===== config.mk =====
export PLATFORM = sky130hd
export DESIGN_NAME = sobel_frame_ctrl_flat
export DESIGN_NICKNAME = d
export VERILOG_FILES = /design/src/rtl/sobel_frame_ctrl_if.sv /design/src/rtl/sobel_frame_ctrl.sv /design/src/flat_wrapper.sv
export SDC_FILE = /design/constraint.sdc
export NUM_CORES = 1
export LEC_CHECK = 0
export CORE_UTILIZATION = 45
export CTS_BUF_LIST = sky130_fd_sc_hd__clkbuf_16
export DETAILED_ROUTE_END_ITERATION = 8
export DONT_BUFFER_PORTS = 1
export PLACE_DENSITY = 0.71
export SYNTH_ARGS = -nofsm -noshare
export SYNTH_HDL_FRONTEND = slang
export SYNTH_SLANG_ARGS = --single-unit

===== constraint.sdc =====
create_clock -name clk -period 7.73 [get_ports clk]
set_clock_uncertainty 0.15 [all_clocks]
set_input_delay 0 -clock clk [delete_from_list [all_inputs] [get_ports clk]]
set_output_delay 0 -clock clk [all_outputs]
set_load 0.02 [all_outputs]

===== src/rtl/sobel_frame_ctrl_if.sv =====
// Pixel-stream / window / result bus between the Sobel frame controller and
// its surroundings.
//   pix_valid, pix_data, pix_ready : raster-order 8-bit pixel stream
//   win_valid, win_pix             : 3x3 window strobe and data to the PE chain
//   win_row, win_col               : window centre coordinates
//   res_valid                      : output_valid of the last PE stage
// master = pixel source / PE chain side, slave = frame controller side.
interface sobel_frame_ctrl_if;
  logic        pix_valid;
  logic [7:0]  pix_data;
  logic        pix_ready;
  logic        win_valid;
  logic [71:0] win_pix;
  logic [15:0] win_row;
  logic [15:0] win_col;
  logic        res_valid;

  modport master (
    output pix_valid, pix_data, res_valid,
    input  pix_ready, win_valid, win_pix, win_row, win_col
  );

  modport slave (
    input  pix_valid, pix_data, res_valid,
    output pix_ready, win_valid, win_pix, win_row, win_col
  );
endinterface


===== src/rtl/sobel_frame_ctrl.sv =====
// Frame-level controller for the Sobel datapath. Buffers two image lines,
// issues one 3x3 window per interior pixel and signals end of frame once
// every issued window has returned a result from the PE chain.
//   clk, rst   : clock, asynchronous active-high reset
//   start      : one-cycle frame start, honoured only in IDLE
//   bus        : pixel stream in, window out, PE result strobe in
//   busy       : high in every state except IDLE
//   frame_done : one-cycle end-of-frame pulse
module sobel_frame_ctrl #(
  parameter int IMG_W = 64,
  parameter int IMG_H = 64
) (
  input  logic                clk,
  input  logic                rst,
  input  logic                start,
  sobel_frame_ctrl_if.slave   bus,
  output logic                busy,
  output logic                frame_done
);

  localparam int          CW       = (IMG_W > 1) ? $clog2(IMG_W) : 1;
  localparam logic [15:0] LAST_COL = 16'(IMG_W - 1);
  localparam logic [15:0] LAST_ROW = 16'(IMG_H - 1);
  localparam logic [23:0] EXP_RES  = 24'((IMG_W - 2) * (IMG_H - 2));

  typedef enum logic [1:0] {
    IDLE   = 2'd0,
    STREAM = 2'd1,
    DRAIN  = 2'd2,
    DONE   = 2'd3
  } state_t;

  state_t      state, state_next;
  logic [15:0] row, col;
  logic [23:0] issued, returned;

  logic        pix_ready_r, win_valid_r, busy_r, frame_done_r;
  logic [71:0] win_pix_r, win_next;
  logic [15:0] win_row_r, win_col_r;

  logic [7:0]  lb_r1 [IMG_W];   // row r-1
  logic [7:0]  lb_r2 [IMG_W];   // row r-2
  logic [7:0]  sr [3][3];       // sr[i][2] is the newest column
  logic [7:0]  col_in [3];

  logic accept, last_pix, win_hit, res_count, all_returned;

  assign accept    = bus.pix_valid & pix_ready_r;
  assign last_pix  = accept && (row == LAST_ROW) && (col == LAST_COL);
  assign win_hit   = accept && (row >= 16'd2) && (col >= 16'd2);
  // Results only count while a frame is in flight, and saturate at the total.
  assign res_count = bus.res_valid && ((state == STREAM) || (state == DRAIN))
                     && (returned < EXP_RES);
  // A result arriving in the same cycle already counts towards completion.
  assign all_returned = (issued == EXP_RES) &&
                        ((returned == EXP_RES) ||
                         (res_count && (returned == EXP_RES - 24'd1)));

  assign col_in[0] = lb_r2[col[CW-1:0]];
  assign col_in[1] = lb_r1[col[CW-1:0]];
  assign col_in[2] = bus.pix_data;

  // Next-state logic
  always_comb begin
    state_next = state;
    case (state)
      IDLE:    if (start) state_next = STREAM; else state_next = IDLE;
      STREAM:  if (last_pix) state_next = DRAIN; else state_next = STREAM;
      DRAIN:   if (all_returned) state_next = DONE; else state_next = DRAIN;
      DONE:    state_next = IDLE;
      default: state_next = IDLE;
    endcase
  end

  // Window assembled from the two older shift-register columns plus the
  // column arriving with this pixel.
  always_comb begin
    win_next = 72'd0;
    for (int i = 0; i < 3; i++) begin
      for (int j = 0; j < 3; j++) begin
        win_next[8*(3*i+j) +: 8] = (j == 2) ? col_in[i] : sr[i][j+1];
      end
    end
  end

  // State register and state-derived registered outputs
  always_ff @(posedge clk or posedge rst) begin
    if (rst) begin
      state        <= IDLE;
      pix_ready_r  <= 1'b0;
      busy_r       <= 1'b0;
      frame_done_r <= 1'b0;
    end else begin
      state        <= state_next;
      pix_ready_r  <= (state_next == STREAM);
      busy_r       <= (state_next != IDLE);
      frame_done_r <= (state_next == DONE);
    end
  end

  // Raster position and issued/returned counters
  always_ff @(posedge clk or posedge rst) begin
    if (rst) begin
      row      <= 16'd0;
      col      <= 16'd0;
      issued   <= 24'd0;
      returned <= 24'd0;
    end else if ((state == IDLE) && start) begin
      row      <= 16'd0;
      col      <= 16'd0;
      issued   <= 24'd0;
      returned <= 24'd0;
    end else begin
      if (accept) begin
        if (col == LAST_COL) begin
          col <= 16'd0;
          row <= (row == LAST_ROW) ? 16'd0 : row + 16'd1;
        end else begin
          col <= col + 16'd1;
        end
      end
      if (win_hit) begin
        issued <= issued + 24'd1;
      end
      if (res_count) begin
        returned <= returned + 24'd1;
      end
    end
  end

  // Line buffers: contents need no reset, every row is written before use
  always_ff @(posedge clk) begin
    if (accept) begin
      lb_r2[col[CW-1:0]] <= col_in[1];
      lb_r1[col[CW-1:0]] <= bus.pix_data;
    end
  end

  // Column shift registers and the registered window outputs
  always_ff @(posedge clk or posedge rst) begin
    if (rst) begin
      for (int i = 0; i < 3; i++) begin
        for (int j = 0; j < 3; j++) begin
          sr[i][j] <= 8'd0;
        end
      end
      win_valid_r <= 1'b0;
      win_pix_r   <= 72'd0;
      win_row_r   <= 16'd0;
      win_col_r   <= 16'd0;
    end else begin
      win_valid_r <= win_hit;
      if (accept) begin
        for (int i = 0; i < 3; i++) begin
          sr[i][0] <= sr[i][1];
          sr[i][1] <= sr[i][2];
          sr[i][2] <= col_in[i];
        end
      end
      if (win_hit) begin
        win_pix_r <= win_next;
        win_row_r <= row - 16'd1;
        win_col_r <= col - 16'd1;
      end
    end
  end

  assign bus.pix_ready = pix_ready_r;
  assign bus.win_valid = win_valid_r;
  assign bus.win_pix   = win_pix_r;
  assign bus.win_row   = win_row_r;
  assign bus.win_col   = win_col_r;
  assign busy          = busy_r;
  assign frame_done    = frame_done_r;

endmodule


===== src/flat_wrapper.sv =====
// flat-port wrapper written by rule: the top's interface ports become plain ports
module sobel_frame_ctrl_flat 
#(
  parameter int IMG_W = 64,
  parameter int IMG_H = 64
)
  (clk, rst, start, busy, frame_done, bus_pix_valid, bus_pix_data, bus_res_valid, bus_pix_ready, bus_win_valid, bus_win_pix, bus_win_row, bus_win_col);
  sobel_frame_ctrl_if bus_i ();
  input  logic clk;
  input  logic rst;
  input  logic start;
  output logic busy;
  output logic frame_done;
  input wire logic [$bits(bus_i.pix_valid)-1:0] bus_pix_valid;
  input wire logic [$bits(bus_i.pix_data)-1:0] bus_pix_data;
  input wire logic [$bits(bus_i.res_valid)-1:0] bus_res_valid;
  output wire logic [$bits(bus_i.pix_ready)-1:0] bus_pix_ready;
  output wire logic [$bits(bus_i.win_valid)-1:0] bus_win_valid;
  output wire logic [$bits(bus_i.win_pix)-1:0] bus_win_pix;
  output wire logic [$bits(bus_i.win_row)-1:0] bus_win_row;
  output wire logic [$bits(bus_i.win_col)-1:0] bus_win_col;
  assign bus_i.pix_valid = bus_pix_valid;
  assign bus_i.pix_data = bus_pix_data;
  assign bus_i.res_valid = bus_res_valid;
  assign bus_pix_ready = bus_i.pix_ready;
  assign bus_win_valid = bus_i.win_valid;
  assign bus_win_pix = bus_i.win_pix;
  assign bus_win_row = bus_i.win_row;
  assign bus_win_col = bus_i.win_col;
  sobel_frame_ctrl #(.IMG_W(IMG_W), .IMG_H(IMG_H)) u_core (.clk(clk), .rst(rst), .start(start), .bus(bus_i), .busy(busy), .frame_done(frame_done));
endmodule

==> flow_summary.json <==
{
  "status": "finished clean",
  "grt.overflow.total": 0,
  "die-area_mm2": 0.113,
  "die_y_um": 336,
  "syn_nets": 3321,
  "drv_slew": 0,
  "synthToLayoutAreaGrowth_pct": 12.9,
  "numClockSinks": 1262,
  "ys_types": 75,
  "finalCriticalPeriod_ns": 5.46,
  "synthCells": 3295,
  "crit_path_frequent_cell": "buf_4",
  "worst_path_dominant_cell_family": "compound AO/OA/AOI/OAI gates",
  "clk_latency_ns": 0.77,
  "routabilityCongestion": 0.939,
  "clk_path_buf_depth": 3,
  "track_usage": 0.255,
  "path_class": "reg -> reg",
  "remaining_drc_errors": 0,
  "crit_chain": "buf_4, or2_2, buf_4, o22ai_1, o21ai_0, o21ai_0, a2111oi_1, buf_4, nand2b_2, buf_4",
  "wire_per_inst_um": 29.1,
  "cts_resized": 0,
  "grt_pass1_vias": 29600,
  "cp.arrival_ns": 5.68,
  "max_cap_viol_count": 0,
  "worstPathRequired_ns": 7.95,
  "ys_seq_area_frac": 0.732,
  "hold_violations": 0,
  "final_nets": 3410,
  "post_dp_cell_area_mm2": 0.0523,
  "dr.pass1.iters": 9,
  "path_clk_slew_ns": 0.06,
  "start_util": 0.453,
  "via_count": 31100,
  "min_period_over_period": 0.706,
  "timing.fmax_mhz": 183,
  "cts_tree": "done",
  "synth_ff_type": "edfxtp_1",
  "endpoint_kind": "register",
  "rsz0062_at_grt": "no",
  "powerDensity_mw_per_mm2": 234,
  "max_stage_delay_ns": 0.91,
  "fin_tns_setup_ns": 0,
  "ir_worst_vdd_mv": 0.264,
  "cp_max_fo": 64,
  "crit_slowest_cell": "a2111oi_1",
  "grt_pass1_wl_um": 207000,
  "routed_wl_um": 145000,
  "syn_area_mm2": 0.0501,
  "core_mm2": 0.111,
  "syn_area_per_cell_um2": 15.2,
  "rows": 122,
  "leakagePower_nw": 21.0,
  "grt_max_degree": 164,
  "slew_headroom": 0.137,
  "fin_area_mm2": 0.0566,
  "crit_buf_inv": 4,
  "antenna_found_initial": 7,
  "drive_gt1_frac": 0.137,
  "numPortBuffers": 0,
  "setup_viol": 0,
  "place_hpwl_um": 85800,
  "viasPerCell": 6.26,
  "root_buffer": "clkbuf_16",
  "diodes": 0,
  "synth_edf_count": 1024,
  "worst_slew_pin_slew_ns": 1.29,
  "io-pin-count": 121,
  "numCtsBuffers": 130,
  "synthArstFlopShare": 0.189,
  "h-tree-depth": 4,
  "die_w_um": 336,
  "ant_nets": 0,
  "ys_ff_latch": 1262,
  "critPathLaunchType": "register",
  "hold_path_class": "in -> reg",
  "dr.first_iter.drc_count": 4858,
  "ys.warnings.count": 0
}
==> routing by layer <==
metal	GRT usage	wire, um
met2	0.378	63700
met5	0	49
met1	0.342	53900
met4	0.114	7010
met3	0.0822	20200
==> per-stage QoR <==
| stage | util | power (mW) | setup WS, ns | hold slack (ns) | cells |
|---|---|---|---|---|---|
| final | 0.512 | 13.3 | 2.27 | 0.116 | 4971 |
| after global routing | 0.512 | 13.6 | 2.31 | 0.138 | 4971 |
| after CTS | 0.512 | 13.3 | 2.78 | 0.140 | 4971 |
| after detailed placement | 0.473 | 7.57 | 2.79 | -0.155 | 4716 |
| after global placement | 0.473 | 7.56 | 2.86 | -0.156 | 4716 |
| after floorplan | - | 7.54 | 1.05 | -0.0511 | 3295 |
==> Yosys cell counts, types with 28 or more instances <==
cell,n,area share
a21oi_1,73,0.0073
a221o_1,41,0.0082
a221oi_1,48,0.0084
a22o_1,31,0.0054
a22oi_1,49,0.0073
buf_1,28,0.0021
buf_2,72,0.0072
clkbuf_1,107,0.0080
dfrtp_1,238,0.12
edfxtp_1,1024,0.61
mux2_2,64,0.014
mux2i_1,196,0.039
mux4_2,54,0.024
nand2_1,408,0.031
nand3_1,39,0.0039
nor2_1,202,0.015
nor4_1,31,0.0039
o21ai_0,89,0.0089
o22ai_1,88,0.011
xnor2_1,42,0.0073
==> where the power goes <==
part / internal, mW / switching (mW)
clock: 3.17 / 2.59
combinational: 0.0452 / 0.115
sequential: 7.32 / 0.0201
total: 10.5 / 2.72
==> area by class of cell <==
class / instances / area [um2]
Clock buffer: 132 / 3300
Clock inverter: 99 / 558
Fill cell: 9039 / 54000
Inverter: 26 / 106
Multi-Input combinational cell: 1798 / 12500
Sequential cell: 1262 / 36700
Tap cell: 1488 / 1860
Timing Repair Buffer: 166 / 1530
==> final timing paths <==
kind / slack (ns) / cells past startpoint / to / startpoint
worst min register to register: 0.32 / 2 / u_core.bus.win_pix[53] / u_core.sr[13]
worst max register to register: 2.27 / 10 / u_core.lb_r2[50][7] / u_core.col[1]
max in group asynchronous: 6.32 / 4 / u_core.sr[48] / rst
worst max-delay path: 2.27 / 10 / u_core.lb_r2[50][7] / u_core.col[1]
min in group asynchronous: 0.34 / 4 / u_core.sr[28] / rst
worst min-delay path: 0.12 / 2 / u_core.lb_r1[22][4] / bus_pix_data[4]
==> state kept, by name (all words and copies together) (netlist names) <==
| register | flops |
|---|---|
| u_core.busy | 1 |
| u_core.bus.win_col | 16 |
| u_core.bus.win_valid | 1 |
| u_core.bus.win_row | 16 |
| u_core.bus.pix_ready | 1 |
| u_core.state | 2 |
| u_core.issued | 24 |
| u_core.lb_r1 | 512 |
| u_core.col | 16 |
| u_core.frame_done | 1 |
| u_core.bus.win_pix | 72 |
| u_core.returned | 24 |
| u_core.lb_r2 | 512 |
| u_core.row | 16 |
| u_core.sr | 48 |
==> logic make-up after synthesis <==
group / after synthesis / synth area share
AO/OA/AOI/OAI: 563 / 0.0802
XOR/XNOR: 69 / 0.0121
adder cells (fa/ha/maj): 13 / 0.00325
buffers and inverters: 235 / 0.0195
flip-flops: 1262 / 0.732
multiplexers: 317 / 0.0785
AND/OR/NAND/NOR: 836 / 0.0741
==> placed cells by master (no fill, tap or decap), types with 49 or more instances in the layout <==
cell type	Yosys	final
edfxtp_1	1024	1024
a22oi_1	49	49
nor2_1	202	200
o22ai_1	88	88
nand2_1	408	406
buf_4	2	137
dfrtp_1	238	235
clkbuf_16	0	132
mux2_2	64	64
a21oi_1	73	73
mux2i_1	196	196
inv_1	23	56
mux4_2	54	54
o21ai_0	89	89
==> what timing repair did <==
action	CTS	global route
hold endpoints to repair	859	0
hold buffers	24	0
setup buffers	0	0
Power figures use the tool's default switching activity.
